`src/rtl/mu0_control_if.sv`:
```
// Control-side bundle for the MU0 controller: instruction/flag/ready inputs plus
// the datapath selects, register enables and memory strobes it drives.
interface mu0_control_if;
    logic [3:0] opcode;
    logic       flag_n;
    logic       flag_z;
    logic       mem_ready;
    logic       addr_sel;
    logic       x_sel;
    logic       y_sel;
    logic [1:0] alu_fs;
    logic       pc_en;
    logic       ir_en;
    logic       acc_en;
    logic       mem_rd;
    logic       mem_wr;
    logic       halted;

    modport master (
        input  opcode, flag_n, flag_z, mem_ready,
        output addr_sel, x_sel, y_sel, alu_fs,
        output pc_en, ir_en, acc_en, mem_rd, mem_wr, halted
    );

    modport slave (
        output opcode, flag_n, flag_z, mem_ready,
        input  addr_sel, x_sel, y_sel, alu_fs,
        input  pc_en, ir_en, acc_en, mem_rd, mem_wr, halted
    );
endinterface

```
`src/rtl/mu0_control.sv`:
```
// MU0 fetch/execute sequencer: decodes the opcode into datapath selects and
// enables, stalls on the memory ready handshake and parks in HALT after STP.
module mu0_control (
    input  logic          clk,
    input  logic          rst_n,
    mu0_control_if.master bus
);
    typedef enum logic [1:0] {
        START = 2'd0,
        FETCH = 2'd1,
        EXEC  = 2'd2,
        HALT  = 2'd3
    } state_t;

    localparam logic [3:0] OP_LDA = 4'h0;
    localparam logic [3:0] OP_STA = 4'h1;
    localparam logic [3:0] OP_ADD = 4'h2;
    localparam logic [3:0] OP_SUB = 4'h3;
    localparam logic [3:0] OP_JMP = 4'h4;
    localparam logic [3:0] OP_JGE = 4'h5;
    localparam logic [3:0] OP_JNE = 4'h6;
    localparam logic [3:0] OP_STP = 4'h7;

    localparam logic [1:0] ALU_PASS = 2'b00;
    localparam logic [1:0] ALU_ADD  = 2'b01;
    localparam logic [1:0] ALU_INC  = 2'b10;
    localparam logic [1:0] ALU_SUB  = 2'b11;

    state_t     state_reg;
    state_t     state_next;
    logic       halted_reg;

    logic       addr_sel;
    logic       x_sel;
    logic       y_sel;
    logic [1:0] alu_fs;
    logic       pc_en;
    logic       ir_en;
    logic       acc_en;
    logic       mem_rd;
    logic       mem_wr;
    logic       take_jump;

    always_comb begin
        state_next = state_reg;
        addr_sel   = 1'b0;
        x_sel      = 1'b0;
        y_sel      = 1'b0;
        alu_fs     = ALU_PASS;
        pc_en      = 1'b0;
        ir_en      = 1'b0;
        acc_en     = 1'b0;
        mem_rd     = 1'b0;
        mem_wr     = 1'b0;
        take_jump  = 1'b0;

        case (state_reg)
            START: state_next = FETCH;

            FETCH: begin
                // PC feeds the ALU via the address mux and is incremented while IR loads.
                y_sel  = 1'b1;
                alu_fs = ALU_INC;
                mem_rd = 1'b1;
                if (bus.mem_ready) begin
                    ir_en      = 1'b1;
                    pc_en      = 1'b1;
                    state_next = EXEC;
                end
            end

            EXEC: begin
                addr_sel   = 1'b1;
                state_next = FETCH;
                case (bus.opcode)
                    OP_LDA: begin
                        mem_rd = 1'b1;
                        acc_en = bus.mem_ready;
                    end
                    OP_STA: mem_wr = 1'b1;
                    OP_ADD: begin
                        mem_rd = 1'b1;
                        alu_fs = ALU_ADD;
                        acc_en = bus.mem_ready;
                    end
                    OP_SUB: begin
                        mem_rd = 1'b1;
                        alu_fs = ALU_SUB;
                        acc_en = bus.mem_ready;
                    end
                    OP_JMP: take_jump = 1'b1;
                    OP_JGE: take_jump = ~bus.flag_n;
                    OP_JNE: take_jump = ~bus.flag_z;
                    OP_STP: state_next = HALT;
                    default: ;
                endcase
                // Jump target is IR[11:0] routed through the address mux as Y.
                if (take_jump) begin
                    y_sel = 1'b1;
                    pc_en = 1'b1;
                end
                if ((mem_rd || mem_wr) && !bus.mem_ready) begin
                    state_next = EXEC;
                end
            end

            HALT: state_next = HALT;

            default: state_next = START;
        endcase
    end

    always_ff @(posedge clk or negedge rst_n) begin
        if (!rst_n) begin
            state_reg  <= START;
            halted_reg <= 1'b0;
        end else begin
            state_reg  <= state_next;
            halted_reg <= (state_next == HALT);
        end
    end

    assign bus.addr_sel = addr_sel;
    assign bus.x_sel    = x_sel;
    assign bus.y_sel    = y_sel;
    assign bus.alu_fs   = alu_fs;
    assign bus.pc_en    = pc_en;
    assign bus.ir_en    = ir_en;
    assign bus.acc_en   = acc_en;
    assign bus.mem_rd   = mem_rd;
    assign bus.mem_wr   = mem_wr;
    assign bus.halted   = halted_reg;

endmodule
```
`src/flat_wrapper.sv`:
```
// flat-port wrapper written by rule: the top's interface ports become plain ports
module mu0_control_flat 
  (clk, rst_n, bus_opcode, bus_flag_n, bus_flag_z, bus_mem_ready, bus_addr_sel, bus_x_sel, bus_y_sel, bus_alu_fs, bus_pc_en, bus_ir_en, bus_acc_en, bus_mem_rd, bus_mem_wr, bus_halted);
  mu0_control_if bus_i ();
  input  logic clk;
  input  logic rst_n;
  input wire logic [$bits(bus_i.opcode)-1:0] bus_opcode;
  input wire logic [$bits(bus_i.flag_n)-1:0] bus_flag_n;
  input wire logic [$bits(bus_i.flag_z)-1:0] bus_flag_z;
  input wire logic [$bits(bus_i.mem_ready)-1:0] bus_mem_ready;
  output wire logic [$bits(bus_i.addr_sel)-1:0] bus_addr_sel;
  output wire logic [$bits(bus_i.x_sel)-1:0] bus_x_sel;
  output wire logic [$bits(bus_i.y_sel)-1:0] bus_y_sel;
  output wire logic [$bits(bus_i.alu_fs)-1:0] bus_alu_fs;
  output wire logic [$bits(bus_i.pc_en)-1:0] bus_pc_en;
  output wire logic [$bits(bus_i.ir_en)-1:0] bus_ir_en;
  output wire logic [$bits(bus_i.acc_en)-1:0] bus_acc_en;
  output wire logic [$bits(bus_i.mem_rd)-1:0] bus_mem_rd;
  output wire logic [$bits(bus_i.mem_wr)-1:0] bus_mem_wr;
  output wire logic [$bits(bus_i.halted)-1:0] bus_halted;
  assign bus_i.opcode = bus_opcode;
  assign bus_i.flag_n = bus_flag_n;
  assign bus_i.flag_z = bus_flag_z;
  assign bus_i.mem_ready = bus_mem_ready;
  assign bus_addr_sel = bus_i.addr_sel;
  assign bus_x_sel = bus_i.x_sel;
  assign bus_y_sel = bus_i.y_sel;
  assign bus_alu_fs = bus_i.alu_fs;
  assign bus_pc_en = bus_i.pc_en;
  assign bus_ir_en = bus_i.ir_en;
  assign bus_acc_en = bus_i.acc_en;
  assign bus_mem_rd = bus_i.mem_rd;
  assign bus_mem_wr = bus_i.mem_wr;
  assign bus_halted = bus_i.halted;
  mu0_control u_core (.clk(clk), .rst_n(rst_n), .bus(bus_i));
endmodule
```
`config.mk`:
```
export PLATFORM = sky130hd
export DESIGN_NAME = mu0_control_flat
export DESIGN_NICKNAME = d
export VERILOG_FILES = /design/src/rtl/mu0_control_if.sv /design/src/rtl/mu0_control.sv /design/src/flat_wrapper.sv
export SDC_FILE = /design/constraint.sdc
export NUM_CORES = 1
export LEC_CHECK = 0
export CORE_AREA = 2 2 39 41
export CTS_CLUSTER_DIAMETER = 60
export DETAILED_ROUTE_END_ITERATION = 6
export DIE_AREA = 0 0 41 43
export PLACE_DENSITY = 0.6
export SLEW_MARGIN = 20
export SYNTH_ARGS = -nofsm -noshare
export SYNTH_HDL_FRONTEND = slang
export SYNTH_SLANG_ARGS = --single-unit
```
`constraint.sdc`:
```
create_clock -name clk -period 2.38 [get_ports clk]
set_input_delay 0.238 -clock clk [delete_from_list [all_inputs] [get_ports clk]]
set_output_delay 0.238 -clock clk [all_outputs]
set_load 0.03 [all_outputs]
```
Yosys cells after proc, flatten, opt, wreduce, memory -nomap -nowiden
Cells that the tools add are included.

storage, ports and cells
  register bits = 3
  input bits = 9
  output and inout bits = 11
  logic and storage cells = 43

cells by class
  equality and inequality tests = 11
  muxes and demuxes = 22
  bitwise logic cells = 2
  reductions and logical operators = 6

operator list
  operator                                       number
  == test 4 x 3 -> 1 bit, second input constant  4
  two-way mux 1 bit                              12
  == test 4 x 2 -> 1 bit, second input constant  2
  one-hot mux 2 bit (2 select lines)             2
  one-hot mux 2 bit (4 select lines)             1
  == test 2 bit, second input constant           3
  two-way mux 2 bit                              3
  one-hot mux 1 bit (2 select lines)             3
  == test 4 x 1 -> 1 bit, second input constant  1
  logical NOT 4 bit                              1
  one-hot mux 1 bit (3 select lines)             1
  OR reduction 3 bit                             1
  == test 2 x 1 -> 1 bit, second input constant  1
  logical NOT 2 bit                              1
  NOT 1 bit                                      2
  logical AND 1 bit                              1
  logical NOT 1 bit                              1
  logical OR 1 bit                               1

Logic depth before layout (Yosys ltp)
  word-level depth = 9
  mapped depth = 5
  mapped depth without buffers = 5

Worst setup path after synthesis
No wires, ideal clock.

  path kind = reg-to-output
  start = register u_core.state_reg[0]
  end = output bus_acc_en
  arrival time = 1.930 ns
  required time = 2.142 ns
  path slack = 0.212 ns
  cell stages (with the launch flop) = 5
  buffers on the path = 0
  cells stage by stage = dfrtp_1 inv_1 ha_1 nand2b_1 nor4_1

between the ends
  cells in the longest elaborated chain, start to end = 2

RTL lines
  element                 RTL line            RTL
  from (decl)             mu0_control.sv:29   state_t state_reg;
  from (signal assigned)  mu0_control.sv:118  state_reg <= state_next;
  == test 2 bit           mu0_control.sv:57   case (state_reg)
  two-way mux 1 bit       mu0_control.sv:57
  to (decl)               flat_wrapper.sv:17  output wire logic [$bits(bus_i.acc_en)-1:0] bus_acc_en;

No other way between the ends.

Final worst setup path
  start = register u_core.state_reg[0]
  end = output bus_alu_fs[0]

between the ends
  cells in the longest elaborated chain, start to end = 2
  elaborated cells between the ends (all ways) = 3
  those cells by class = 2 x eq/ne; 1 x mux

RTL lines
  element                                                         RTL line            RTL
  == test 2 bit / == test 2 x 1 -> 1 bit (equally long branches)  mu0_control.sv:57
  one-hot mux 2 bit (2 select lines) (*)                          mu0_control.sv:57
  to (decl)                                                       flat_wrapper.sv:14  output wire logic [$bits(bus_i.alu_fs)-1:0] bus_alu_fs;

Mark *: on every way between the ends. The rest lies on a longest branch, timed or not.

==> implementation parameters <==
Parameter                              Value

Worst setup path
  Worst setup path class ... register to output pin
  Longest individual stage delay on the worst path ... 660 ps
  Maximum net fanout on the critical path ... 5
  Critical path's top delay family ... buffers and inverters
  Worst-path cell chain ... inv_1 -> ha_1 -> nor3b_2 -> and2_1 -> clkdlybuf4s50_1
  Cell with the biggest individual delay on the critical path ... clkdlybuf4s50_1
  Endpoint kind of the worst setup timing path ... output pin
  Total buffers and inverters traversed by the critical path ... 2
  Type of element launching the critical path ... register
  CP Data Arrival Time ... 2000 ps
  Required time at the worst-slack endpoint ... 2140 ps

Clock network
  Post-CTS setup buffers ... 0
  TritonCTS clock tree ... built
  CTS Buf Count ... 3
  CTS clock-pin slew for the worst setup and hold paths ... 40 ps
  Total of hold buffers inserted after clock tree synthesis ... 0
  Maximum root-to-sink buffer count ... 2
  Quantity of gates resized following cts ... 3
  Insertion delay to the later sink of the worst-skew pair ... 230 ps
  Root cell of the clock tree ... clkbuf_4
  H-tree level count ... 1
  Clock sink count ... 3

Drt
  Total iterations of the first detailed-routing run ... 4
  WL met3 ... 70 µm
  Total wirelength of the detailed-routed design ... 775 µm
  Detail Route met2 WL ... 372 µm
  Antenna violation net count after detailed routing ... 0
  Vias per cell ... 4.52
  Count of routing violations after the opening detailed-route iteration ... 2
  Final routed DRC violation total ... 0
  Via count ... 357
  Highest routing layer actually used ... met3
  Detail-routed net length per standard cell ... 9.81 µm
  Wl on met1 ... 331 µm

Placed design
  Number of instances in the placed design ... 75
  Post-detail-place hpwl ... 657 µm
  Port buffer count ... 18
  Routability congestion estimate ... 0.690

Yosys
  EDFF count, synth ... 0
  Syn Inst Count ... 41
  Most instantiated library cell after synthesis ... inv_1
  Commonest cells in the synthesized netlist ... inv_1, ha_1, a21boi_0, dfrtp_1, nand2_1
  Total nets after synthesis ... 54
  Top cell type by total area after synthesis ... dfrtp_1
  Number of warnings issued by yosys ... 0
  Share of synthesized flip-flops with an asynchronous set or reset ... 100%
  Post-synthesis average cell area ... 8.18 µm²
  Cell area after technology mapping ... 335 µm²
  Synthesized flop and latch total ... 3
  Number of distinct library cells after synthesis ... 25
  Main flop type after synthesis ... dfrtp_1
  Cell types with the largest area share after synthesis ... dfrtp_1, ha_1, a21boi_0, inv_1, a221oi_2
  Sequential element share of the synthesized area ... 22.4%
  Portion of synthesized cell area occupied by the leading cell type ... 22.4%

Floorplan
  Die span in y ... 43 µm
  Initial core utilization ... 24.2%
  # IOs ... 20
  Die ar. ... 1760 µm²
  Num rows ... 14
  Chip width ... 41 µm
  Core box area ... 1380 µm²

Global route
  Pin count of the biggest net entering global routing ... 7
  Wire length of the first global-routing pass ... 1300 µm
  Global route total overflow ... 0
  Initial antenna violation count ... 0
  Number of global-route vias before repair ... 351
  Global-route usage over all layers ... 10.4%

Timing
  Max Clock Skew ... 0.0404 ps
  Final min period ... 2240 ps
  Number of hold violations in the final report ... 0
  Post-Route Hold Slack ... 190 ps
  Post-route setup TNS ... 0 ps
  Max-slew violation count ... 0
  Maximum frequency from static timing analysis ... 447 MHz
  Final worst-path cycle share ... 94.1%
  Final-report setup violation count ... 0
  Unrepaired setup endpoints after global routing ... no

Power and ir drop
  Leakage dissipation ... 0.000284 µW
  Final Total Pwr ... 606 µW
  IR Drop Worst-Case VDD ... 745 µV
  Power density over the cells ... 1080 nW/µm²

Cells and area
  Diodes inserted ... 0
  Flip-flop count of the largest register after layout ... 2
  Post-Route Utilization ... 40.7%
  Layout overhead on the synthesized area ... 67.9%
  Nets@finish ... 77
  Number of cells in the finished layout apart from fillers ... 79
  Number of fill cells in the layout ... 163
  Share of cells above drive strength 1 ... 11.1%

Min path
  Kind of path behind the tightest hold check ... input port to asynchronous set/reset pin

Flow run
  MaxCap Viol Count ... 0

Status
  Outcome ... finished, final reports clean
cell type report:
cell class	instances	area, µm²	share of cell area, %
Tap cell	16	20.0	3.56
Clock buffer	4	26.3	4.67
Sequential cell	3	75.1	13.3
Timing Repair Buffer	19	189	33.6
Inverter	5	18.8	3.33
Multi-Input combinational cell	32	234	41.6
per-stage QoR:
step | instance area (µm²) | setup WS [ps]
4_1_cts | 558 | 58.7
5_1_grt | 563 | 38.0
6_report | 563 | 141
2_1_floorplan | 335 | 212
3_5_place_dp | 536 | 176
3_3_place_gp | 536 | 163
per-layer routing:
| metal | GRT usage (%) | vias to the layer above |
|---|---|---|
| met2 | 16.9 | 16 |
| li1 | - | 186 |
| met1 | 12.0 | 155 |
| met3 | 1.57 | 0 |
| met5 | 0 | - |
| met4 | 6.00 | 0 |
worst reg2reg max path, delay by kind of cell, from the launching register on:
kind            cells  cell delay (ps)
compound gates      2              500
flops               1              390
fa+ha+maj           1              240
buf+inv             1               80
path summary, 6_finish.rpt:
kind	cells after the start	slack (ps)	to	startpoint
setup / recovery	5	140	bus_alu_fs[0]	u_core.state_reg[0]$_DFF_PN0_
hold / removal	1	190	u_core.state_reg[1]$_DFF_PN0_	rst_n
setup reg to reg	4	1030	u_core.bus.halted$_DFF_PN0_	u_core.state_reg[1]$_DFF_PN0_
hold reg to reg	2	630	u_core.state_reg[0]$_DFF_PN0_	u_core.state_reg[0]$_DFF_PN0_
max in group asynchronous	1	2050	u_core.bus.halted$_DFF_PN0_	rst_n
min in group clk	2	630	u_core.state_reg[0]$_DFF_PN0_	u_core.state_reg[0]$_DFF_PN0_
cells in the final DEF (no fill, tap or decap), types with 2 or more instances in the layout:
cell,Yosys,routed
nor2_1,2,2
nand2_1,3,3
dlymetal6s2s_1,0,2
clkdlybuf4s50_1,0,13
dlygate4sd2_1,0,3
clkbuf_4,0,3
ha_1,4,4
a21boi_0,3,3
and2_1,2,2
dfrtp_1,3,3
o21a_1,2,2
inv_1,5,5
cells by family after synthesis:
group	after synthesis	synth area share, %
other	1	1.12
flip-flops	3	22.4
AND/OR/NAND/NOR	16	27.6
buffers and inverters	6	7.84
AO/OA/AOI/OAI	11	26.1
adder cells (fa/ha/maj)	4	14.9
report_power, final:
group / internal, µW / switching (µW) / total, µW
Sequential: 72.1 / 19.9 / 92.0
Clock: 62.8 / 25.4 / 88.2
Combinational: 175 / 251 / 426
No activity file was read; power rests on OpenSTA's default activity.
